File: src/rtl/mips32_mem_arbiter.sv
// Single-port memory arbiter for IF / MEM / loader. Writes complete at gnt; reads return rvalid RD_LAT+1 cycles after gnt.
// Requesters hold req until gnt. Define ARB_RR_EN for data/fetch round-robin; the default is fixed loader > data > fetch.
module mips32_mem_arbiter #(
    parameter int AW     = 10,
    parameter int DW     = 32,
    parameter int RD_LAT = 1
) (
    input  logic          clk1,
    input  logic          rst,
    input  logic          halted,
    input  logic          if_req,
    input  logic [AW-1:0] if_addr,
    output logic          if_gnt,
    output logic          if_rvalid,
    output logic [DW-1:0] if_rdata,
    input  logic          dm_req,
    input  logic          dm_we,
    input  logic [AW-1:0] dm_addr,
    input  logic [DW-1:0] dm_wdata,
    output logic          dm_gnt,
    output logic          dm_rvalid,
    output logic [DW-1:0] dm_rdata,
    input  logic          ld_req,
    input  logic [AW-1:0] ld_addr,
    input  logic [DW-1:0] ld_wdata,
    output logic          ld_gnt,
    output logic          mem_en,
    output logic          mem_we,
    output logic [AW-1:0] mem_addr,
    output logic [DW-1:0] mem_wdata,
    input  logic [DW-1:0] mem_rdata,
    output logic          busy
);

    typedef enum logic [1:0] {
        S_IDLE = 2'd0,
        S_WAIT = 2'd1,
        S_RESP = 2'd2
    } state_t;

    localparam logic [1:0] OWN_NONE = 2'd0;
    localparam logic [1:0] OWN_IF   = 2'd1;
    localparam logic [1:0] OWN_DM   = 2'd2;
    localparam logic [1:0] LAT_INIT = 2'(RD_LAT - 1);

    state_t        state_q, state_d;
    logic [1:0]    owner_q, owner_d;
    logic [1:0]    lat_q, lat_d;
    logic [DW-1:0] if_rdata_q, dm_rdata_q;
    logic          ld_elig, dm_first, pick_dm, pick_if;

`ifdef ARB_RR_EN
    // rr_q = 1 means data wins the next data/fetch tie.
    logic rr_q, rr_d;

    assign dm_first = rr_q;

    always_comb begin
        rr_d = rr_q;
        if (dm_gnt) begin
            rr_d = 1'b0;
        end else if (if_gnt) begin
            rr_d = 1'b1;
        end
    end

    always_ff @(posedge clk1 or posedge rst) begin
        if (rst) begin
            rr_q <= 1'b1;
        end else begin
            rr_q <= rr_d;
        end
    end
`else
    assign dm_first = 1'b1;
`endif

    assign ld_elig = ld_req & halted;
    assign pick_dm = !ld_elig && dm_req && (dm_first || !if_req);
    assign pick_if = !ld_elig && if_req && !pick_dm;

    always_comb begin
        state_d   = state_q;
        owner_d   = owner_q;
        lat_d     = lat_q;
        if_gnt    = 1'b0;
        dm_gnt    = 1'b0;
        ld_gnt    = 1'b0;
        mem_en    = 1'b0;
        mem_we    = 1'b0;
        mem_addr  = '0;
        mem_wdata = '0;
        if (state_q == S_WAIT) begin
            // Every latency cycle is spent in WAIT so the capture is always registered.
            if (lat_q == 2'd0) begin
                state_d = S_RESP;
            end else begin
                lat_d = lat_q - 2'd1;
            end
        end else begin
            state_d = S_IDLE;
            if (ld_elig) begin
                ld_gnt    = 1'b1;
                mem_en    = 1'b1;
                mem_we    = 1'b1;
                mem_addr  = ld_addr;
                mem_wdata = ld_wdata;
            end else if (pick_dm) begin
                dm_gnt   = 1'b1;
                mem_en   = 1'b1;
                mem_addr = dm_addr;
                if (dm_we) begin
                    mem_we    = 1'b1;
                    mem_wdata = dm_wdata;
                end else begin
                    owner_d = OWN_DM;
                    state_d = S_WAIT;
                    lat_d   = LAT_INIT;
                end
            end else if (pick_if) begin
                if_gnt   = 1'b1;
                mem_en   = 1'b1;
                mem_addr = if_addr;
                owner_d  = OWN_IF;
                state_d  = S_WAIT;
                lat_d    = LAT_INIT;
            end
        end
    end

    always_ff @(posedge clk1 or posedge rst) begin
        if (rst) begin
            state_q    <= S_IDLE;
            owner_q    <= OWN_NONE;
            lat_q      <= 2'd0;
            if_rdata_q <= '0;
            dm_rdata_q <= '0;
        end else begin
            state_q <= state_d;
            owner_q <= owner_d;
            lat_q   <= lat_d;
            if (state_q == S_WAIT && lat_q == 2'd0) begin
                if (owner_q == OWN_IF) begin
                    if_rdata_q <= mem_rdata;
                end
                if (owner_q == OWN_DM) begin
                    dm_rdata_q <= mem_rdata;
                end
            end
        end
    end

    assign if_rvalid = (state_q == S_RESP) && (owner_q == OWN_IF);
    assign dm_rvalid = (state_q == S_RESP) && (owner_q == OWN_DM);
    assign if_rdata  = if_rdata_q;
    assign dm_rdata  = dm_rdata_q;
    assign busy      = (state_q == S_WAIT);

endmodule

File: config.mk
export PLATFORM = sky130hd
export DESIGN_NAME = mips32_mem_arbiter
export DESIGN_NICKNAME = d
export VERILOG_FILES = /design/src/rtl/mips32_mem_arbiter.sv
export SDC_FILE = /design/constraint.sdc
export NUM_CORES = 1
export LEC_CHECK = 0
export ABC_CLOCK_PERIOD_IN_PS = 3140
export CAP_MARGIN = 20
export CELL_PAD_IN_SITES_DETAIL_PLACEMENT = 0
export CELL_PAD_IN_SITES_GLOBAL_PLACEMENT = 1
export CORE_UTILIZATION = 25
export DETAILED_ROUTE_END_ITERATION = 12
export PLACE_DENSITY_LB_ADDON = 0.1
export SLEW_MARGIN = 5
export SYNTH_ARGS = -nofsm -noshare
export SYNTH_HDL_FRONTEND = slang
export SYNTH_SLANG_ARGS = --single-unit
File: constraint.sdc
create_clock -name clk1 -period 3.14 [get_ports clk1]
set_input_delay 0.628 -clock clk1 [delete_from_list [all_inputs] [get_ports clk1]]
set_output_delay 0.628 -clock clk1 [all_outputs]
set_load 0.02 [all_outputs]
==> out/summary.md <==
At the pin with the least slew margin, the transition time is 551 ps. After layout, the worst path uses 98.4% of the clock period. Vertical extent of the die: 118 microns. For the first-pass iteration count of the detailed router, the log shows 4.

Traced cell by cell, the critical path runs through clkdlybuf4s50_1 > and2_1 > nor3_4 > buf_12 > a22o_1 > clkdlybuf4s50_1. Of all nets on the critical path, the largest fanout is 32. For the initial antenna violation count, the log shows 0. Among all flip-flop cells after synthesis, the most frequent one is sky130_fd_sc_hd__dfrtp_1. Data arrives at the worst endpoint at 2460 ps. Total number of vias: 3176. The aggregate negative setup slack was 0 ps. Sequential elements use 52.1% of the synthesized area.

Port buffering added 246 buffers. The pin count of the biggest net entering global routing came out at 34. The share of synthesized area in the top cell type comes to 52.1%. Of the total power, the share spent switching nets is 35.2%. The number of diodes added for antenna fixing is 0. The number of global-route vias before repair is 3389. Counting stages on the worst path, the most repeated cell is sky130_fd_sc_hd__clkdlybuf4s50_1. The worst-case IR drop observed on VDD is 0.284 mV.

The synthesized netlist devotes 12.8% of its cell area to compound gates. Measured in cells, the most critical reg-to-reg path has a length of 6. After synthesis, the largest family of logic cells by area is multiplexers.

All-layer global routing usage: 16.4%. Setup repair after global routing left no endpoint under its margin. The placeable core region is 0.0129 sq mm, and the number of standard-cell rows in the floorplan is 41. Critical path launch point type: an input port.

Buffers inserted during clock tree synthesis total 9. The worst setup path is of the input port to output pin kind. The share of async-settable or async-resettable flops after synthesis was 100%.

The flow ran to the end, and the final reports show no timing, DRC or antenna violations. The weighted congestion reported at the end of routability-driven placement is 0.822, and the post-synthesis adder-cell area fraction is 0.372%. The logs give 53.1% for the fraction of power consumed by combinational cells and 324 MHz for the achievable frequency.

Yosys attributes the largest share of cell area to sky130_fd_sc_hd__dfrtp_1, sky130_fd_sc_hd__mux2_2, sky130_fd_sc_hd__a22o_1. In this design, the stage delay of the slowest critical-path cell is 600 ps. The synthesized design contains 0 enable-type register cells.

The synthesized netlist devotes 0% of its cell area to XOR and XNOR gates. The path class of the tightest hold or removal check is register to register. The combined area of all synthesized cells was 0.00336 sq mm; the multiplexer area fraction after synthesis was 21.6%.

sky130_fd_sc_hd__dfrtp_1 takes more of the synthesized area than any other cell. The number of flip-flops and latches in the synthesized netlist was 70. The ratio of total power to cell area came out at 826 mW/mm^2. After clock tree synthesis, the clock-pin slew on the worst setup and hold paths is 50 ps. Each instance of the synthesized netlist takes up on average 12.5 sq um. The worst setup path is captured at an output pin. For the final database, setup skew stands at 7.90 ps. The floorplan die width was 118 microns; the wire length of the first global-routing pass was 17.9 mm. The tools report the starting density of the core as 26.1%. The number of nets produced by synthesis is 402, and the post-detailed-route via-to-cell ratio is 4.59. The final layout contains routed wiring with a total length of 11.2 mm.

The worst hold path stage count was 1. The clock network burns 18.1% of the power. The floorplan step defined a die boundary enclosing 0.0139 sq mm. After synthesis, the netlist uses 30 different library cells. The sequential cell fraction of total power was 28.9%; the number of sinks driven by the clock tree was 70. The switching power of the nets was 1850 uW.

Relative to the synthesized area, the layout overhead comes to 89.9%. Once detail routing completed, the nets flagged for antenna violations numbered 0. The tool flagged a number of max-cap violations equal to 0. At the later pin of the worst-skew pair, clock insertion delay measures 320 ps.

Once detailed placement completed, the half-perimeter wirelength came to 8.69 mm. Measured on the finished design, the core utilization comes to 49.6%. The launch point of the worst reg-to-reg path is lat_q[0]. Reported leakage power: 0.00296 uW.

The hold-critical path endpoint is dm_rdata[9]. Setup violations remaining at the end of the flow were counted as 0. The first routing iteration left 91 violations. The Yosys step of the flow raised 0 warnings. The maximum root-to-sink buffer count is 2, and the final-layout worst hold slack is 481 ps. The relative max-transition margin was 63.2%; the simple-gate share of the synthesized area was 7.93%.

For the worst setup path, the data required time is 2510 ps. 247 I/O pins were placed. In the routed design, unresolved DRC markers number 0. The tools report the final net count as 651. Among all stages on the critical path, the largest delay is contributed by sky130_fd_sc_hd__clkdlybuf4s50_1. The run gives 3 as the level count of the clock H-tree.

The cell-internal power was 3420 uW. The endpoint identified for the worst register-to-register timing path is dm_rdata[17]. The number of slew-limit violations in the final report was 0; the per-cell routed wire length was 16.2 microns.

The number of hold-slack violations in the final timing report was 0; the count of hold buffers inserted by post-cts repair was 0. The logs give 0 for the sum of overflow across all layers after global routing and 1030 ps for the setup slack of the worst register-to-register path. After technology mapping, the gate count stands at 268. The minimum clock period works out to 3090 ps. Of the cells placed in the final design, the portion with a size suffix greater than 1 is 18.7%.

The root buffer cell chosen for the clock tree is sky130_fd_sc_hd__clkbuf_16. The number of post-CTS setup repair buffers came out at 0. TritonCTS built the clock tree.

The source of the worst hold timing path is dm_rdata[9].
-- state kept, by name, summed over array words and instances (netlist names) --
name	count
dm_rdata	32
if_rdata	32
lat_q	2
owner_q	2
state_q	2
-- cell usage after synthesis, types with 2 or more instances --
cell type                  number
sky130_fd_sc_hd__dfrtp_1       70
sky130_fd_sc_hd__mux2_2        60
sky130_fd_sc_hd__a22o_1        34
sky130_fd_sc_hd__nand3_1       20
sky130_fd_sc_hd__nand2_1       12
sky130_fd_sc_hd__a31oi_1       11
sky130_fd_sc_hd__buf_6          8
sky130_fd_sc_hd__buf_2          7
sky130_fd_sc_hd__clkbuf_1       6
sky130_fd_sc_hd__a21oi_1        4
sky130_fd_sc_hd__and3_1         4
sky130_fd_sc_hd__inv_1          4
sky130_fd_sc_hd__nor2_1         4
sky130_fd_sc_hd__mux2_1         3
sky130_fd_sc_hd__a31o_2         2
sky130_fd_sc_hd__buf_1          2
sky130_fd_sc_hd__nand2b_1       2
sky130_fd_sc_hd__nor2b_1        2
sky130_fd_sc_hd__o21ai_0        2
-- worst max-delay path by stage --
stage | startpoint | end
3_5_place_dp | ld_req | mem_wdata[3]
4_1_cts | ld_req | mem_wdata[29]
6_report | ld_req | mem_wdata[5]
3_3_place_gp | ld_req | mem_wdata[23]
5_1_grt | ld_req | mem_wdata[28]
2_1_floorplan | rst | dm_rdata[0]
-- critical path: cells and delay by family --
family,cells,cell delay (ps)
AOI/OAI and AO/OA,1,150
and+or+nand+nor,2,410
buffers and inverters,3,1260
-- power groups by stage --
stage / Combinational, uW / Sequential [uW] / Clock [uW]
after floorplan: 984 / 2010 / 0
after global placement: 2850 / 1520 / 0
after detailed placement: 2850 / 1540 / 0
after CTS: 2850 / 1530 / 985
after global routing: 2960 / 1590 / 1030
final: 2800 / 1520 / 952
-- layout make-up --
cell class | instances | area [sq um]
Fill cell | 1158 | 6490
Timing Repair Buffer | 261 | 2670
Sequential cell | 70 | 1750
Multi-Input combinational cell | 170 | 1440
Clock buffer | 10 | 229
Tap cell | 172 | 215
Clock inverter | 4 | 50.0
Inverter | 5 | 18.8
-- per-stage QoR --
step	cell area (sq um)	worst slack [ps]	total power (uW)	instances
floorplan	3360	744	3000	268
global placement	6040	-35.0	4370	678
detailed placement	6040	-20.7	4390	678
CTS	6320	2.21	5370	692
global route	6380	0.735	5570	692
finish	6380	48.9	5270	692
-- per-layer routing --
layer	global-route usage, %	vias up	share of wire (%)
li1	-	1492	-
met1	18.6	1514	39
met4	5.69	0	1.7
met5	0	-	0
met2	28.4	155	50
met3	5.72	15	8.8
-- logic make-up after synthesis --
logic type | count (synthesis)
adders and majority gates | 1
muxes | 64
DFF | 70
buffers and inverters | 28
and+or+nand+nor | 50
AOI/OAI and AO/OA | 55
-- layout by cell type, fill, tap and decap left out, types with 2 or more instances in the layout --
cell type,netlist,final
sky130_fd_sc_hd__a21oi_1,4,4
sky130_fd_sc_hd__a22o_1,34,34
sky130_fd_sc_hd__a31o_2,2,2
sky130_fd_sc_hd__a31oi_1,11,11
sky130_fd_sc_hd__and3_1,4,3
sky130_fd_sc_hd__buf_12,0,3
sky130_fd_sc_hd__buf_4,0,12
sky130_fd_sc_hd__clkbuf_16,0,9
sky130_fd_sc_hd__clkdlybuf4s50_1,0,216
sky130_fd_sc_hd__clkinvlp_4,0,2
sky130_fd_sc_hd__dfrtp_1,70,70
sky130_fd_sc_hd__dlygate4sd2_1,0,4
sky130_fd_sc_hd__dlymetal6s2s_1,0,26
sky130_fd_sc_hd__inv_1,4,3
sky130_fd_sc_hd__inv_2,1,2
sky130_fd_sc_hd__mux2_1,3,3
sky130_fd_sc_hd__mux2_2,60,60
sky130_fd_sc_hd__nand2_1,12,12
sky130_fd_sc_hd__nand2b_1,2,2
sky130_fd_sc_hd__nand3_1,20,20
sky130_fd_sc_hd__nor2_1,4,3
sky130_fd_sc_hd__nor2b_1,2,2
sky130_fd_sc_hd__o21ai_0,2,2
-- timing repair --
action	CTS	global route
endpoints found under the setup margin	4	26
hold endpoints to repair	0	0
resized for setup	4	26
gates cloned	0	0
Power figures use the tool's default switching activity.
